### src/rtl/tx_pkg.sv
// rtl/tx_pkg.sv - shared tx state encoding and oversampling helper
package tx_pkg;

   typedef logic [2:0] state_t;

   localparam state_t ST_IDLE  = 3'd0;
   localparam state_t ST_PRE   = 3'd1;
   localparam state_t ST_RUN   = 3'd2;
   localparam state_t ST_FLUSH = 3'd3;
   localparam state_t ST_DONE  = 3'd4;

   // Clocks per symbol for a given log2 oversampling factor
   function automatic int os_of(input int exp_os);
      return 1 << exp_os;
   endfunction

endpackage

### src/rtl/tx_burst_seq_if.sv
// rtl/tx_burst_seq_if.sv - command and tx timing bundle of the burst sequencer
interface tx_burst_seq_if #(
   parameter int EXP_OS = 2,
   parameter int LEN_W  = 16
);

   logic              i_start;
   logic              i_stop;
   logic [LEN_W-1:0]  i_burst_len;
   logic              o_busy;
   logic              o_done;
   logic              o_sym_valid;
   logic [EXP_OS-1:0] o_phase;
   logic              o_enb_filter;
   logic              o_zero_input;
   logic              o_preamble;
   logic [LEN_W-1:0]  o_sym_cnt;

   modport master (
      output i_start, i_stop, i_burst_len,
      input  o_busy, o_done, o_sym_valid, o_phase, o_enb_filter,
             o_zero_input, o_preamble, o_sym_cnt
   );

   modport slave (
      input  i_start, i_stop, i_burst_len,
      output o_busy, o_done, o_sym_valid, o_phase, o_enb_filter,
             o_zero_input, o_preamble, o_sym_cnt
   );

endinterface

### src/rtl/tx_burst_seq_sym_phase_cnt.sv
// rtl/tx_burst_seq_sym_phase_cnt.sv - oversampling phase counter with last-phase flag
module sym_phase_cnt
   import tx_pkg::*;
#(
   parameter int EXP_OS = 2
) (
   input  logic              clk,
   input  logic              rst,
   input  logic              i_clr,
   input  logic              i_en,
   output logic [EXP_OS-1:0] o_phase,
   output logic              o_last
);

   localparam logic [EXP_OS-1:0] LAST_PHASE = EXP_OS'(os_of(EXP_OS) - 1);

   logic [EXP_OS-1:0] phase_q;
   logic [EXP_OS-1:0] phase_d;

   // Next phase: clear wins, otherwise advance and wrap naturally at OS-1
   always_comb begin
      phase_d = phase_q;
      if (i_clr) begin
         phase_d = '0;
      end else if (i_en) begin
         phase_d = phase_q + 1'b1;
      end
   end

   // Phase register
   always_ff @(posedge clk) begin
      if (rst) begin
         phase_q <= '0;
      end else begin
         phase_q <= phase_d;
      end
   end

   assign o_phase = phase_q;
   assign o_last  = (phase_q == LAST_PHASE);

endmodule

### src/rtl/tx_burst_seq.sv
// rtl/tx_burst_seq.sv - QPSK tx burst sequencer; optional preamble via TX_BURST_SEQ_PREAMBLE_EN
module tx_burst_seq
   import tx_pkg::*;
#(
   parameter int EXP_OS       = 2,
   parameter int LEN_W        = 16,
   parameter int FLUSH_SYM    = 6,
   parameter int PREAMBLE_LEN = 8
) (
   input  logic           clk,
   input  logic           rst,
   tx_burst_seq_if.slave  bus
);

   localparam int FLUSH_W = $clog2(FLUSH_SYM + 1);
   localparam logic [FLUSH_W-1:0] FLUSH_LAST = FLUSH_W'(FLUSH_SYM - 1);

   state_t             state_q, state_d;
   logic [LEN_W-1:0]   len_q, len_d;
   logic [LEN_W-1:0]   cnt_q, cnt_d;
   logic               stop_q, stop_d;
   logic [FLUSH_W-1:0] flush_q, flush_d;
`ifdef TX_BURST_SEQ_PREAMBLE_EN
   localparam int PRE_W = $clog2(PREAMBLE_LEN + 1);
   localparam logic [PRE_W-1:0] PRE_LAST = PRE_W'(PREAMBLE_LEN - 1);
   logic [PRE_W-1:0]   pre_q, pre_d;
`endif

   logic              busy;
   logic              start_ok;
   logic              stop_hit;
   logic [EXP_OS-1:0] phase;
   logic              last_phase;

   assign busy     = (state_q == ST_PRE) || (state_q == ST_RUN) || (state_q == ST_FLUSH);
   assign start_ok = (state_q == ST_IDLE) && bus.i_start && (bus.i_burst_len != '0);
   // A stop arriving on the boundary cycle itself still ends the burst at that boundary
   assign stop_hit = stop_q || bus.i_stop;

   sym_phase_cnt #(
      .EXP_OS (EXP_OS)
   ) u_phase (
      .clk     (clk),
      .rst     (rst),
      .i_clr   (!busy),
      .i_en    (busy),
      .o_phase (phase),
      .o_last  (last_phase)
   );

   // State and datapath registers
   always_ff @(posedge clk) begin
      if (rst) begin
         state_q <= ST_IDLE;
         len_q   <= '0;
         cnt_q   <= '0;
         stop_q  <= 1'b0;
         flush_q <= '0;
`ifdef TX_BURST_SEQ_PREAMBLE_EN
         pre_q   <= '0;
`endif
      end else begin
         state_q <= state_d;
         len_q   <= len_d;
         cnt_q   <= cnt_d;
         stop_q  <= stop_d;
         flush_q <= flush_d;
`ifdef TX_BURST_SEQ_PREAMBLE_EN
         pre_q   <= pre_d;
`endif
      end
   end

   // Next state; leaving PRE/RUN/FLUSH only happens on a symbol boundary
   always_comb begin
      state_d = state_q;
      case (state_q)
         ST_IDLE: begin
            if (start_ok) begin
`ifdef TX_BURST_SEQ_PREAMBLE_EN
               state_d = ST_PRE;
`else
               state_d = ST_RUN;
`endif
            end
         end
`ifdef TX_BURST_SEQ_PREAMBLE_EN
         ST_PRE: begin
            if (last_phase) begin
               if (stop_hit) begin
                  state_d = ST_FLUSH;
               end else if (pre_q == PRE_LAST) begin
                  state_d = ST_RUN;
               end
            end
         end
`endif
         ST_RUN: begin
            if (last_phase && (stop_hit || (cnt_q == len_q))) begin
               state_d = ST_FLUSH;
            end
         end
         ST_FLUSH: begin
            if (last_phase && (flush_q == FLUSH_LAST)) begin
               state_d = ST_DONE;
            end
         end
         ST_DONE: begin
            state_d = ST_IDLE;
         end
         default: begin
            state_d = ST_IDLE;
         end
      endcase
   end

   // Burst length latch, payload/flush/preamble symbol counters and stop latch
   always_comb begin
      len_d   = start_ok ? bus.i_burst_len : len_q;
      cnt_d   = cnt_q;
      stop_d  = 1'b0;
      flush_d = '0;
      if (start_ok) begin
         cnt_d = '0;
      end else if ((state_q == ST_RUN) && (phase == '0)) begin
         cnt_d = cnt_q + 1'b1;
      end
      if ((state_q == ST_PRE) || (state_q == ST_RUN)) begin
         stop_d = stop_hit;
      end
      if (state_q == ST_FLUSH) begin
         flush_d = last_phase ? flush_q + 1'b1 : flush_q;
      end
`ifdef TX_BURST_SEQ_PREAMBLE_EN
      pre_d = '0;
      if (state_q == ST_PRE) begin
         pre_d = last_phase ? pre_q + 1'b1 : pre_q;
      end
`endif
   end

   // Moore outputs decoded from the registered state
   always_comb begin
      bus.o_busy       = busy;
      bus.o_done       = (state_q == ST_DONE);
      bus.o_sym_valid  = busy && (phase == '0);
      bus.o_phase      = phase;
      bus.o_enb_filter = busy;
      bus.o_zero_input = (state_q == ST_FLUSH);
`ifdef TX_BURST_SEQ_PREAMBLE_EN
      bus.o_preamble   = (state_q == ST_PRE);
`else
      bus.o_preamble   = 1'b0;
`endif
      bus.o_sym_cnt    = cnt_q;
   end

endmodule

### src/flat_wrapper.sv
// flat-port wrapper written by rule: the top's interface ports become plain ports
module tx_burst_seq_flat import tx_pkg::*;
#(
   parameter int EXP_OS       = 2,
   parameter int LEN_W        = 16,
   parameter int FLUSH_SYM    = 6,
   parameter int PREAMBLE_LEN = 8
)
  (clk, rst, bus_i_start, bus_i_stop, bus_i_burst_len, bus_o_busy, bus_o_done, bus_o_sym_valid, bus_o_phase, bus_o_enb_filter, bus_o_zero_input, bus_o_preamble, bus_o_sym_cnt);
  tx_burst_seq_if #(.EXP_OS(EXP_OS), .LEN_W(LEN_W)) bus_i ();
  input  logic clk;
  input  logic rst;
  input wire logic [$bits(bus_i.i_start)-1:0] bus_i_start;
  input wire logic [$bits(bus_i.i_stop)-1:0] bus_i_stop;
  input wire logic [$bits(bus_i.i_burst_len)-1:0] bus_i_burst_len;
  output wire logic [$bits(bus_i.o_busy)-1:0] bus_o_busy;
  output wire logic [$bits(bus_i.o_done)-1:0] bus_o_done;
  output wire logic [$bits(bus_i.o_sym_valid)-1:0] bus_o_sym_valid;
  output wire logic [$bits(bus_i.o_phase)-1:0] bus_o_phase;
  output wire logic [$bits(bus_i.o_enb_filter)-1:0] bus_o_enb_filter;
  output wire logic [$bits(bus_i.o_zero_input)-1:0] bus_o_zero_input;
  output wire logic [$bits(bus_i.o_preamble)-1:0] bus_o_preamble;
  output wire logic [$bits(bus_i.o_sym_cnt)-1:0] bus_o_sym_cnt;
  assign bus_i.i_start = bus_i_start;
  assign bus_i.i_stop = bus_i_stop;
  assign bus_i.i_burst_len = bus_i_burst_len;
  assign bus_o_busy = bus_i.o_busy;
  assign bus_o_done = bus_i.o_done;
  assign bus_o_sym_valid = bus_i.o_sym_valid;
  assign bus_o_phase = bus_i.o_phase;
  assign bus_o_enb_filter = bus_i.o_enb_filter;
  assign bus_o_zero_input = bus_i.o_zero_input;
  assign bus_o_preamble = bus_i.o_preamble;
  assign bus_o_sym_cnt = bus_i.o_sym_cnt;
  tx_burst_seq #(.EXP_OS(EXP_OS), .LEN_W(LEN_W), .FLUSH_SYM(FLUSH_SYM), .PREAMBLE_LEN(PREAMBLE_LEN)) u_core (.clk(clk), .rst(rst), .bus(bus_i));
endmodule
### config.mk
export PLATFORM = sky130hd
export DESIGN_NAME = tx_burst_seq_flat
export DESIGN_NICKNAME = d
export VERILOG_FILES = /design/src/rtl/tx_pkg.sv /design/src/rtl/tx_burst_seq_if.sv /design/src/rtl/tx_burst_seq_sym_phase_cnt.sv /design/src/rtl/tx_burst_seq.sv /design/src/flat_wrapper.sv
export SDC_FILE = /design/constraint.sdc
export NUM_CORES = 1
export LEC_CHECK = 0
export BUFFER_PORTS_ARGS = -buffer_cell sky130_fd_sc_hd__buf_2
export CORE_UTILIZATION = 58
export CTS_CLUSTER_SIZE = 8
export DETAILED_ROUTE_END_ITERATION = 7
export PLACE_DENSITY = 0.87
export SLEW_MARGIN = 20
export SYNTH_ARGS = -nofsm -noshare
export SYNTH_HDL_FRONTEND = slang
export SYNTH_SLANG_ARGS = --single-unit
### constraint.sdc
create_clock -name clk -period 4.6 [get_ports clk]
set_input_delay 0.69 -clock clk [delete_from_list [all_inputs] [get_ports clk]]
set_output_delay 0.69 -clock clk [all_outputs]
set_load 0.02 [all_outputs]
==> results by group, run 1 <==
Pwr
  • Part of the power in combinational logic: 10.3%
  • Switching portion of total power: 24.1%
  • Sw power: 0.167 mW
  • Clock Power Share: 35.4%
  • Power Density: 297 mW/mm^2
  • Maximum vdd drop: 0.000224 V
  • Sequential share of power: 54.3%
  • Static Leak: 1.03 nW
  • Pint: 0.525 mW

Finish
  • Multi-input logic area: 0.00114 sq mm
  • Antenna Cells: 0
  • Storage cell area: 821 sq um
  • Commonest cells after routing, fill and taps aside: 42 x buf_2, 41 x dfxtp_1, 23 x o21ai_0, 23 x a21oi_1, 22 x xor2_1
  • Area delta synth->final: 13.9%
  • Layout cells sized above 1: 22.1%
  • Final #Nets: 296
  • Fillers: 308
  • Commonest non-fill, non-tap cell in the layout: buf_2

Detailed routing
  • Via count: 1848
  • Vias/cell: 5.81
  • # DRC: 0
  • Post-Route WL: 4350 um
  • Antenna Violating Nets Remaining: 0
  • Drt first pass iters: 5
  • Wire per inst: 13.7 um
  • DRT iter0 DRCs: 89

Clock network
  • Root Driver: clkbuf_4
  • Worst-path clk slew: 0.11 ns
  • Clock net sink count: 41
  • Clk_lat worst skew: 0.36 ns
  • CTS tree: yes
  • Count of hold-fix buffers inserted at cts: 0
  • Cells resized by post-CTS repair: 0
  • H-tree depth: 2
  • CTS Buf Count: 5
  • Setup bufs post-CTS: 0
  • Clock buffer depth: 2

STA
  • Period utilization: 49.7%
  • Worst clock skew: 0.0102 ns
  • Worst-Margin Slew: 0.631 ns
  • Rel. slew slack: 57.8%
  • Fin Setup TNS: 0 ns
  • RSZ-0062 raised after global routing: false
  • Endpoints failing setup: 0
  • Final number of max-transition violations: 0
  • Fmax: 437 MHz
  • Crit path time final: 2.29 ns
  • Worst Setup Slack, final: 2.31 ns
  • Fin. Hold Viols: 0

Synthesis
  • Primary FF master, synth: dfxtp_1
  • Synth unique cells: 40
  • Post-synth EDFFs: 0
  • Asr flop ratio synth: 0%
  • Synthesized flop and latch total: 41
  • Avg Cell Area, Syn: 8.74 sq um
  • Synth Warn #: 0
  • Post-synthesis sequential area ratio: 40.1%
  • Mapped cell area: 0.00205 sq mm
  • Synthesized instance count: 234
  • Syn Nets: 259

Worst setup path
  • CP max FO: 17
  • Reg2reg setup slack: 2.76 ns
  • Crit. End Element: flop
  • Required @ worst endpoint: 4.88 ns
  • Worst path arrival time: 2.57 ns
  • Crit path launch type: input pin
  • Critical path class: in2reg

Floorplanning
  • Starting Density: 60.8%
  • Die width: 61.4 um
  • Core area: 0.00336 sq mm
  • FP Rows: 21
  • I/O pin total: 44
  • Die area: 0.00377 sq mm
  • Die Y: 61.4 um

Status
  • Status: finished clean

GRT
  • First-pass GRT wire length: 6980 um
  • Vias in the first global route: 1557
  • Gr ovfl total: 0
  • Largest net degree at the start of global routing: 24
  • GRT Resource Usage Total: 25.5%
  • Initial antenna violation count: 0

Worst hold path
  • Hold WC Path Type: reg2reg

Placement
  • Port Buffers: 42
  • DP Worst Slack: 1.97 ns
  • Dpl hpwl: 3180 um
  • RePlAce Congestion: 0.854

Job
  • Max-cap viol count: 0
==> state kept, by name (all words and copies together) (netlist names) <==
signal / flops
u_core.flush_q: 3
u_core.u_phase.o_phase: 2
u_core.bus.o_sym_cnt: 16
u_core.len_q: 16
u_core.state_q: 3
u_core.stop_q: 1
==> power groups by stage <==
| stage | Combinational [mW] | Clock [mW] | Sequential (mW) |
|---|---|---|---|
| after global placement | 0.0690 | 0 | 0.384 |
| after detailed placement | 0.0711 | 0 | 0.384 |
| final | 0.0713 | 0.245 | 0.376 |
| after floorplan | 0.0515 | 0 | 0.382 |
| after global routing | 0.0802 | 0.266 | 0.378 |
| after CTS | 0.0714 | 0.247 | 0.376 |
==> metal layers <==
metal	GRT usage (%)	routed length, um
met5	0	0
met4	9.21	82
met3	7.56	261
met2	39.6	2050
met1	33.7	1950
==> synth_stat cells, types with 2 or more instances <==
library cell / instances / share of area (%)
nor2b_1: 3 / 0.92
or3_1: 4 / 1.2
nor2_1: 15 / 2.8
buf_4: 4 / 1.5
nand3_1: 20 / 4.9
clkbuf_1: 5 / 0.92
and2_1: 5 / 1.5
ha_1: 5 / 3.1
nand4_1: 8 / 2.4
inv_1: 3 / 0.55
a21oi_1: 23 / 5.6
dfxtp_1: 41 / 40
and4_1: 3 / 1.3
nand2_1: 8 / 1.5
or3_2: 2 / 0.73
xor2_1: 22 / 9.4
o21ai_0: 23 / 5.6
buf_2: 3 / 0.73
nor3_1: 2 / 0.49
nor4_1: 11 / 3.4
xnor2_1: 5 / 2.1
==> final timing paths <==
check / from / endpoint / depth (start not counted)
max reg2reg: u_core.u_phase.o_phase[0]$_SDFF_PP0_ / u_core.bus.o_sym_cnt[11]$_SDFFE_PP0P_ / 6
min reg2reg: u_core.len_q[11]$_SDFFE_PP0P_ / u_core.len_q[11]$_SDFFE_PP0P_ / 2
min: u_core.len_q[11]$_SDFFE_PP0P_ / u_core.len_q[11]$_SDFFE_PP0P_ / 2
max: bus_i_burst_len[11] / u_core.bus.o_sym_cnt[13]$_SDFFE_PP0P_ / 5
==> per-stage QoR <==
| step | hold slack (ns) | power, mW | std cells | area (sq um) | util, % |
|---|---|---|---|---|---|
| 2_1_floorplan | 0.458 | 0.433 | 234 | 2050 | - |
| 3_5_place_dp | 0.479 | 0.455 | 310 | 2250 | 66.8 |
| 3_3_place_gp | 0.474 | 0.453 | 310 | 2250 | 66.8 |
| 5_1_grt | 0.511 | 0.725 | 318 | 2330 | 69.3 |
| 6_report | 0.494 | 0.692 | 318 | 2330 | 69.3 |
| 4_1_cts | 0.497 | 0.694 | 318 | 2330 | 69.3 |
==> cell type report <==
class | instances | area share (%)
Sequential cell | 41 | 35.2
Clock inverter | 1 | 1.29
Clock buffer | 7 | 2.36
Inverter | 3 | 0.483
Timing Repair Buffer | 43 | 9.34
Tap cell | 46 | 2.47
Multi-Input combinational cell | 177 | 48.8
==> critical path: stages <==
cell and delay, ns:
buf_2 0.10, nor4_1 0.42, nand4_1 0.59, a21o_1 0.56, a21oi_1 0.21
==> cells by family after synthesis <==
family                   after synthesis  synth area share, %
AND/OR/NAND/NOR                       92                 27.2
AO/OA/AOI/OAI                         51                 13.2
XOR/XNOR                              27                 11.6
multiplexers                           1                0.489
flip-flops                            41                 40.1
adder cells (fa/ha/maj)                5                 3.06
other                                  1                0.183
buffers and inverters                 16                 4.22
Power figures use the tool's default switching activity.
==> run 2, diff against run 1 <==
--- a/config.mk
+++ b/config.mk
@@ -5,11 +5,12 @@
 export SDC_FILE = /design/constraint.sdc
 export NUM_CORES = 1
 export LEC_CHECK = 0
+export ABC_AREA = 1
 export BUFFER_PORTS_ARGS = -buffer_cell sky130_fd_sc_hd__buf_2
-export CORE_UTILIZATION = 58
+export CORE_UTILIZATION = 49
 export CTS_CLUSTER_SIZE = 8
 export DETAILED_ROUTE_END_ITERATION = 7
-export PLACE_DENSITY = 0.87
+export PLACE_DENSITY = 0.78
 export SLEW_MARGIN = 20
 export SYNTH_ARGS = -nofsm -noshare
 export SYNTH_HDL_FRONTEND = slang
==> constraint.sdc (replaced) <==
create_clock -name clk -period 1.8 [get_ports clk]
set_input_delay 0.27 -clock clk [delete_from_list [all_inputs] [get_ports clk]]
set_output_delay 0.27 -clock clk [all_outputs]
set_load 0.02 [all_outputs]
==> results by group, run 2 <==
STA
  • Final number of max-transition violations: 0 (unchanged)
  • Fin Setup TNS: 0 ns (unchanged)
  • RSZ-0062 raised after global routing: false
  • Fin. Hold Viols: 0 (unchanged)
  • Hold slack: 0.188 ns (-0.306 ns)
  • Crit path time final: 1.59 ns
  • Worst clock skew: 0.00931 ns (-0.000874 ns)
  • Fmax: 628 MHz
  • Period utilization: 88.5%
  • Endpoints failing setup: 0 (unchanged)
  • Worst Setup Slack, final: 0.207 ns (-2.11 ns)

Floorplanning
  • FP Rows: 24 (+14%)
  • Starting Density: 51.1% (-9.7 points)
  • Core area: 0.00438 sq mm (+30%)
  • Die area: 0.00485 sq mm (+29%)
  • Die Y: 69.6 um (+13%)
  • Die width: 69.6 um (+13%)
  • I/O pin total: 44 (unchanged)

Synthesis
  • Avg Cell Area, Syn: 6.59 sq um (-25%)
  • Synth cell count leaders: 93 x nand2_1, 50 x inv_1, 46 x nor2_1
  • Synthesized flop and latch total: 41 (unchanged)
  • Main area contributors after synthesis: dfxtp_1 37%, nand2_1 16%, inv_1 8.4%, nor2_1 7.7%, a21oi_1 5.6%
  • Count leader, synth: nand2_1
  • Primary FF master, synth: dfxtp_1
  • Mapped cell area: 0.00224 sq mm (+9.5%)
  • Synth unique cells: 34 (-15%)
  • Asr flop ratio synth: 0% (unchanged)
  • Synthesized instance count: 340 (+45%)
  • Post-synthesis sequential area ratio: 36.6% (-3.5 points)
  • Syn Nets: 365 (+41%)
  • Post-synth EDFFs: 0 (unchanged)
  • Top cell type's share of synthesized area: 36.6% (-3.5 points)
  • Synth Warn #: 0 (unchanged)
  • Area leader, netlist: dfxtp_1

Worst setup path
  • FF-to-FF path depth: 9 (+3)
  • CP dominant cell by count: nand2_1
  • Worst path arrival time: 1.78 ns (-0.79 ns)
  • Crit path depth: 9 (+4)
  • Crit-path leading delay family: simple AND/OR/NAND/NOR gates
  • Crit. End Element: flop
  • Crit path launch type: flop
  • Crit-path slowest cell: dfxtp_1
  • CP Buf/Inv Count: 2 (+1)
  • CP cell instances: nor2_2, nand2_1, nor2_2, nand2_1, buf_4, nand2_1, inv_1, o31ai_1, nor2_1
  • Peak per-stage delay on the critical path: 0.36 ns (-0.23 ns)
  • Critical path class: reg2reg
  • CP max FO: 8 (-9)
  • Required @ worst endpoint: 1.98 ns (-2.90 ns)

Clock network
  • Clock buffer depth: 2 (unchanged)
  • Cells resized by post-CTS repair: 0 (unchanged)
  • Root Driver: clkbuf_8
  • Setup bufs post-CTS: 0 (unchanged)
  • Clk_lat worst skew: 0.30 ns (-0.06 ns)
  • Count of hold-fix buffers inserted at cts: 0 (unchanged)
  • Worst-path clk slew: 0.08 ns (-0.03 ns)
  • CTS Buf Count: 5 (unchanged)
  • H-tree depth: 2 (unchanged)
  • Clock net sink count: 41 (unchanged)
  • CTS tree: yes

Pwr
  • Maximum vdd drop: 0.000868 V (+290%)
  • Static Leak: 1.26 nW (+23%)
  • Power Density: 1120 mW/mm^2 (+280%)
  • Total power draw: 2.94 mW (+320%)

Job
  • Max-cap viol count: 0 (unchanged)

Finish
  • Layout cells sized above 1: 17.8% (-4.3 points)
  • Commonest cells after routing, fill and taps aside: 93 x nand2_1, 50 x inv_1, 46 x nor2_1, 42 x buf_2, 41 x dfxtp_1
  • Antenna Cells: 0 (unchanged)
  • Final #Nets: 412 (+39%)
  • Commonest non-fill, non-tap cell in the layout: nand2_1
  • Area delta synth->final: 17.2%
  • Final non-filler cell total: 440 (+38%)

Worst hold path
  • Hold depth: 2 (unchanged)
  • Hold WC Path Type: in2reg

Placement
  • DP Cell Count: 432 (+39%)
  • DP Worst Slack: 0.225 ns (-1.75 ns)
  • Port Buffers: 42 (unchanged)
  • Dpl hpwl: 3840 um (+21%)
  • RePlAce Congestion: 0.809 (-5.3%)

Detailed routing
  • Post-Route WL: 4850 um (+11%)
  • Vias/cell: 4.86 (-16%)
  • DRT iter0 DRCs: 203 (+130%)
  • Via count: 2140 (+16%)
  • Wire per inst: 11.0 um (-20%)
  • Drt first pass iters: 4 (-1)
  • # DRC: 0 (unchanged)
  • Antenna Violating Nets Remaining: 0 (unchanged)

GRT
  • First-pass GRT wire length: 8460 um (+21%)
  • Vias in the first global route: 1964 (+26%)
  • Largest net degree at the start of global routing: 19 (-21%)
  • GRT Resource Usage Total: 21.7% (-3.8 points)
  • Gr ovfl total: 0 (unchanged)
  • Initial antenna violation count: 0 (unchanged)

Status
  • Status: finished clean
[run 2: cell types whose count changed in the layout (fill, tap and decap cells not counted), moves of 4 or more]
cell,change
and2_1,-5
clkbuf_8,+5
nor3_1,+4
nand2_1,+85
or3_1,-4
o21ai_0,-4
nor2_1,+31
xor2_1,-16
inv_1,+47
clkbuf_4,-5
buf_4,+4
nor4_1,-11
nand3_1,-11
[run 2: layout make-up]
cell class / instances / area (sq um)
clock buffers: 7 / 86.3
clock inverters: 1 / 30.0
fillers: 434 / 1760
inverters: 57 / 220
multi-input cells: 235 / 1160
flip-flops and latches: 41 / 821
well taps: 52 / 65.1
repair buffers: 47 / 248
[run 2: metrics by stage]
step | cell area [sq um] | util, %
after floorplan | 2240 | -
after global placement | 2510 | 57.2
after detailed placement | 2510 | 57.2
after CTS | 2630 | 59.9
after global routing | 2630 | 59.9
final | 2630 | 59.9
[run 2: where the power goes]
part | internal (mW) | switching, mW
registers | 1.05 | 0.0974
logic | 0.363 | 0.667
clock network | 0.452 | 0.312
total | 1.86 | 1.08
[run 2: path summary, 6_finish.rpt]
path	start	to	slack [ns]
max	u_core.state_q[1]$_SDFFE_PP0P_	u_core.state_q[0]$_SDFFE_PP0P_	0.21
max reg2reg	u_core.state_q[1]$_SDFFE_PP0P_	u_core.state_q[0]$_SDFFE_PP0P_	0.21
min	rst	u_core.state_q[2]$_SDFFE_PP0P_	0.19
min reg2reg	u_core.len_q[2]$_SDFFE_PP0P_	u_core.len_q[2]$_SDFFE_PP0P_	0.47
[run 2: kinds of logic (layout without fill, tap and decap cells)]
family,Yosys count,count (layout),synth area share (%)
AND/OR/NAND/NOR,172,172,33.9
adder cells (fa/ha/maj),5,5,2.79
XOR/XNOR,9,9,3.52
flip-flops,41,41,36.6
buffers and inverters,64,112,11.8
multiplexers,1,1,0.447
AO/OA/AOI/OAI,47,47,10.8
other,1,1,0.167
[run 2: routing by layer]
metal | part of all wire, % | GRT usage (%)
met5 | 0 | 0
met4 | 1.6 | 7.78
met3 | 5.0 | 4.36
met2 | 45 | 36.1
met1 | 48 | 27.8
==> run 3, diff against run 2 <==
--- a/config.mk
+++ b/config.mk
@@ -10,7 +10,7 @@
 export CORE_UTILIZATION = 49
 export CTS_CLUSTER_SIZE = 8
 export DETAILED_ROUTE_END_ITERATION = 7
-export PLACE_DENSITY = 0.78
+export PLACE_DENSITY = 0.75
 export SLEW_MARGIN = 20
 export SYNTH_ARGS = -nofsm -noshare
 export SYNTH_HDL_FRONTEND = slang
==> results by group, run 3 (synthesis results as in run 2) <==
GRT
  • Largest net degree at the start of global routing: 19 (unchanged)
  • GRT Resource Usage Total: 23.1% (+1.4 points)
  • Gr ovfl total: 0 (unchanged)
  • Vias in the first global route: 2037 (+3.7%)
  • First-pass GRT wire length: 9050 um (+7.0%)
  • Initial antenna violation count: 0 (unchanged)

Pwr
  • Static Leak: 1.24 nW (-1.1%)
  • Power Density: 1080 mW/mm^2 (-3.7%)
  • Maximum vdd drop: 0.000683 V (-21%)

Finish
  • Storage cell area: 821 sq um (unchanged)
  • Fillers: 433 (-0.23%)
  • Commonest non-fill, non-tap cell in the layout: nand2_1
  • Antenna Cells: 0 (unchanged)
  • Multi-input logic area: 0.00116 sq mm (unchanged)
  • Final #Nets: 412 (unchanged)
  • Commonest cells after routing, fill and taps aside: 93 x nand2_1, 50 x inv_1, 46 x nor2_1, 42 x buf_2, 41 x dfxtp_1
  • Area delta synth->final: 15.9%
  • Final core occ: 59.2% (-0.68 points)
  • Layout cells sized above 1: 17.6% (-0.21 points)
  • Final non-filler cell total: 439 (-0.23%)

Worst setup path
  • RR Endpoint: u_core.bus.o_sym_cnt[9]$_SDFFE_PP0P_
  • Required @ worst endpoint: 1.53 ns (-0.45 ns)
  • Crit. End Element: output pin
  • R2R Path Start: u_core.state_q[2]$_SDFFE_PP0P_
  • CP endpoint: bus_o_sym_valid
  • FF-to-FF path depth: 10 (+1)
  • Critical path origin: u_core.u_phase.o_phase[0]$_SDFF_PP0_
  • Critical path class: reg2out
  • CP max FO: 4 (-4)
  • Worst path arrival time: 1.30 ns (-0.48 ns)
  • Reg2reg setup slack: 0.24 ns (+0.03 ns)
  • Crit path launch type: flop

Clock network
  • H-tree depth: 2 (unchanged)
  • CTS Buf Count: 5 (unchanged)
  • Worst-path clk slew: 0.08 ns (about the same)
  • CTS tree: yes
  • Clock net sink count: 41 (unchanged)
  • Setup bufs post-CTS: 0 (unchanged)
  • Clock buffer depth: 2 (unchanged)
  • Clk_lat worst skew: 0.29 ns (about the same)
  • Cells resized by post-CTS repair: 0 (unchanged)
  • Count of hold-fix buffers inserted at cts: 0 (unchanged)
  • Root Driver: clkbuf_8

STA
  • Final number of max-transition violations: 0 (unchanged)
  • Fin. Hold Viols: 0 (unchanged)
  • Hold slack: 0.186 ns (-0.00119 ns)
  • Period utilization: 87.3% (-1.2 points)
  • Fmax: 636 MHz (+1.4%)
  • Endpoints failing setup: 0 (unchanged)
  • Fin Setup TNS: 0 ns (unchanged)
  • Crit path time final: 1.57 ns (-0.0212 ns)
  • RSZ-0062 raised after global routing: false
  • Worst Setup Slack, final: 0.229 ns (+0.0212 ns)
  • Worst clock skew: 0.00828 ns (-0.00103 ns)

Floorplanning
  • Core area: 0.00438 sq mm (unchanged)
  • FP Rows: 24 (unchanged)
  • Die Y: 69.6 um (unchanged)
  • Die width: 69.6 um (unchanged)
  • I/O pin total: 44 (unchanged)
  • Die area: 0.00485 sq mm (unchanged)
  • Starting Density: 51.1% (unchanged)

Job
  • Max-cap viol count: 0 (unchanged)

Worst hold path
  • Hold WC Path Type: in2reg

Detailed routing
  • Drt first pass iters: 4 (unchanged)
  • DRT iter0 DRCs: 143 (-30%)
  • Vias/cell: 4.91 (+0.98%)
  • Via count: 2156 (+0.75%)
  • Antenna Violating Nets Remaining: 0 (unchanged)
  • Wire per inst: 11.5 um (+4.3%)
  • # DRC: 0 (unchanged)
  • Post-Route WL: 5040 um (+4.0%)

Placement
  • DP Cell Count: 432 (unchanged)
  • Port Buffers: 42 (unchanged)
  • DP Worst Slack: 0.263 ns (+0.0384 ns)
  • Dpl hpwl: 3930 um (+2.4%)
  • RePlAce Congestion: 0.843 (+4.2%)

Status
  • Status: finished clean
==> run 3: metal layers <==
| metal | part of all wire [%] | up-vias | track usage, % |
|---|---|---|---|
| met2 | 47 | 55 | 38.4 |
| met3 | 5.4 | 5 | 5.09 |
| met4 | 1.3 | 0 | 7.33 |
| met5 | 0 | - | 0 |
| met1 | 47 | 951 | 29.7 |
| li1 | - | 1145 | - |
==> run 3: how the worst min path moves through the flow <==
stage                                          from                                   end  slack [ns]  depth (start not counted)
6_report                                        rst        u_core.state_q[2]$_SDFFE_PP0P_        0.19                          2
5_1_grt                                         rst        u_core.state_q[1]$_SDFFE_PP0P_        0.20                          2
4_1_cts                                         rst        u_core.state_q[2]$_SDFFE_PP0P_        0.17                          2
3_5_place_dp   u_core.u_phase.o_phase[0]$_SDFF_PP0_  u_core.u_phase.o_phase[0]$_SDFF_PP0_        0.45                          1
3_3_place_gp   u_core.u_phase.o_phase[0]$_SDFF_PP0_  u_core.u_phase.o_phase[0]$_SDFF_PP0_        0.45                          1
2_1_floorplan                                   rst        u_core.state_q[2]$_SDFFE_PP0P_        0.34                          1
==> run 3: worst max-delay path, stage by stage, from the launching register on <==
cell and delay, ns:
dfxtp_1 0.34, inv_1 0.06, ha_1 0.21, inv_1 0.06
nor3_1 0.16, buf_2 0.19
==> run 3: cell type report <==
class | instances | area share [%]
clock buffer | 7 | 3.33
sequential | 41 | 31.6
timing repair buffer | 47 | 9.54
tap | 52 | 2.51
multi-input combinational | 235 | 44.5
inverter | 57 | 8.48
==> run 3: metrics by stage <==
stage | power [mW] | instance area [sq um]
after floorplan | 1.95 | 2240
after global placement | 2.18 | 2510
after detailed placement | 2.20 | 2510
after CTS | 2.82 | 2600
after global routing | 3.01 | 2600
final | 2.80 | 2600
==> run 3: power by group <==
part / switching (mW) / total, mW / internal (mW)
Clock: 0.317 / 0.622 / 0.305
Sequential: 0.0996 / 1.15 / 1.05
Combinational: 0.667 / 1.03 / 0.362
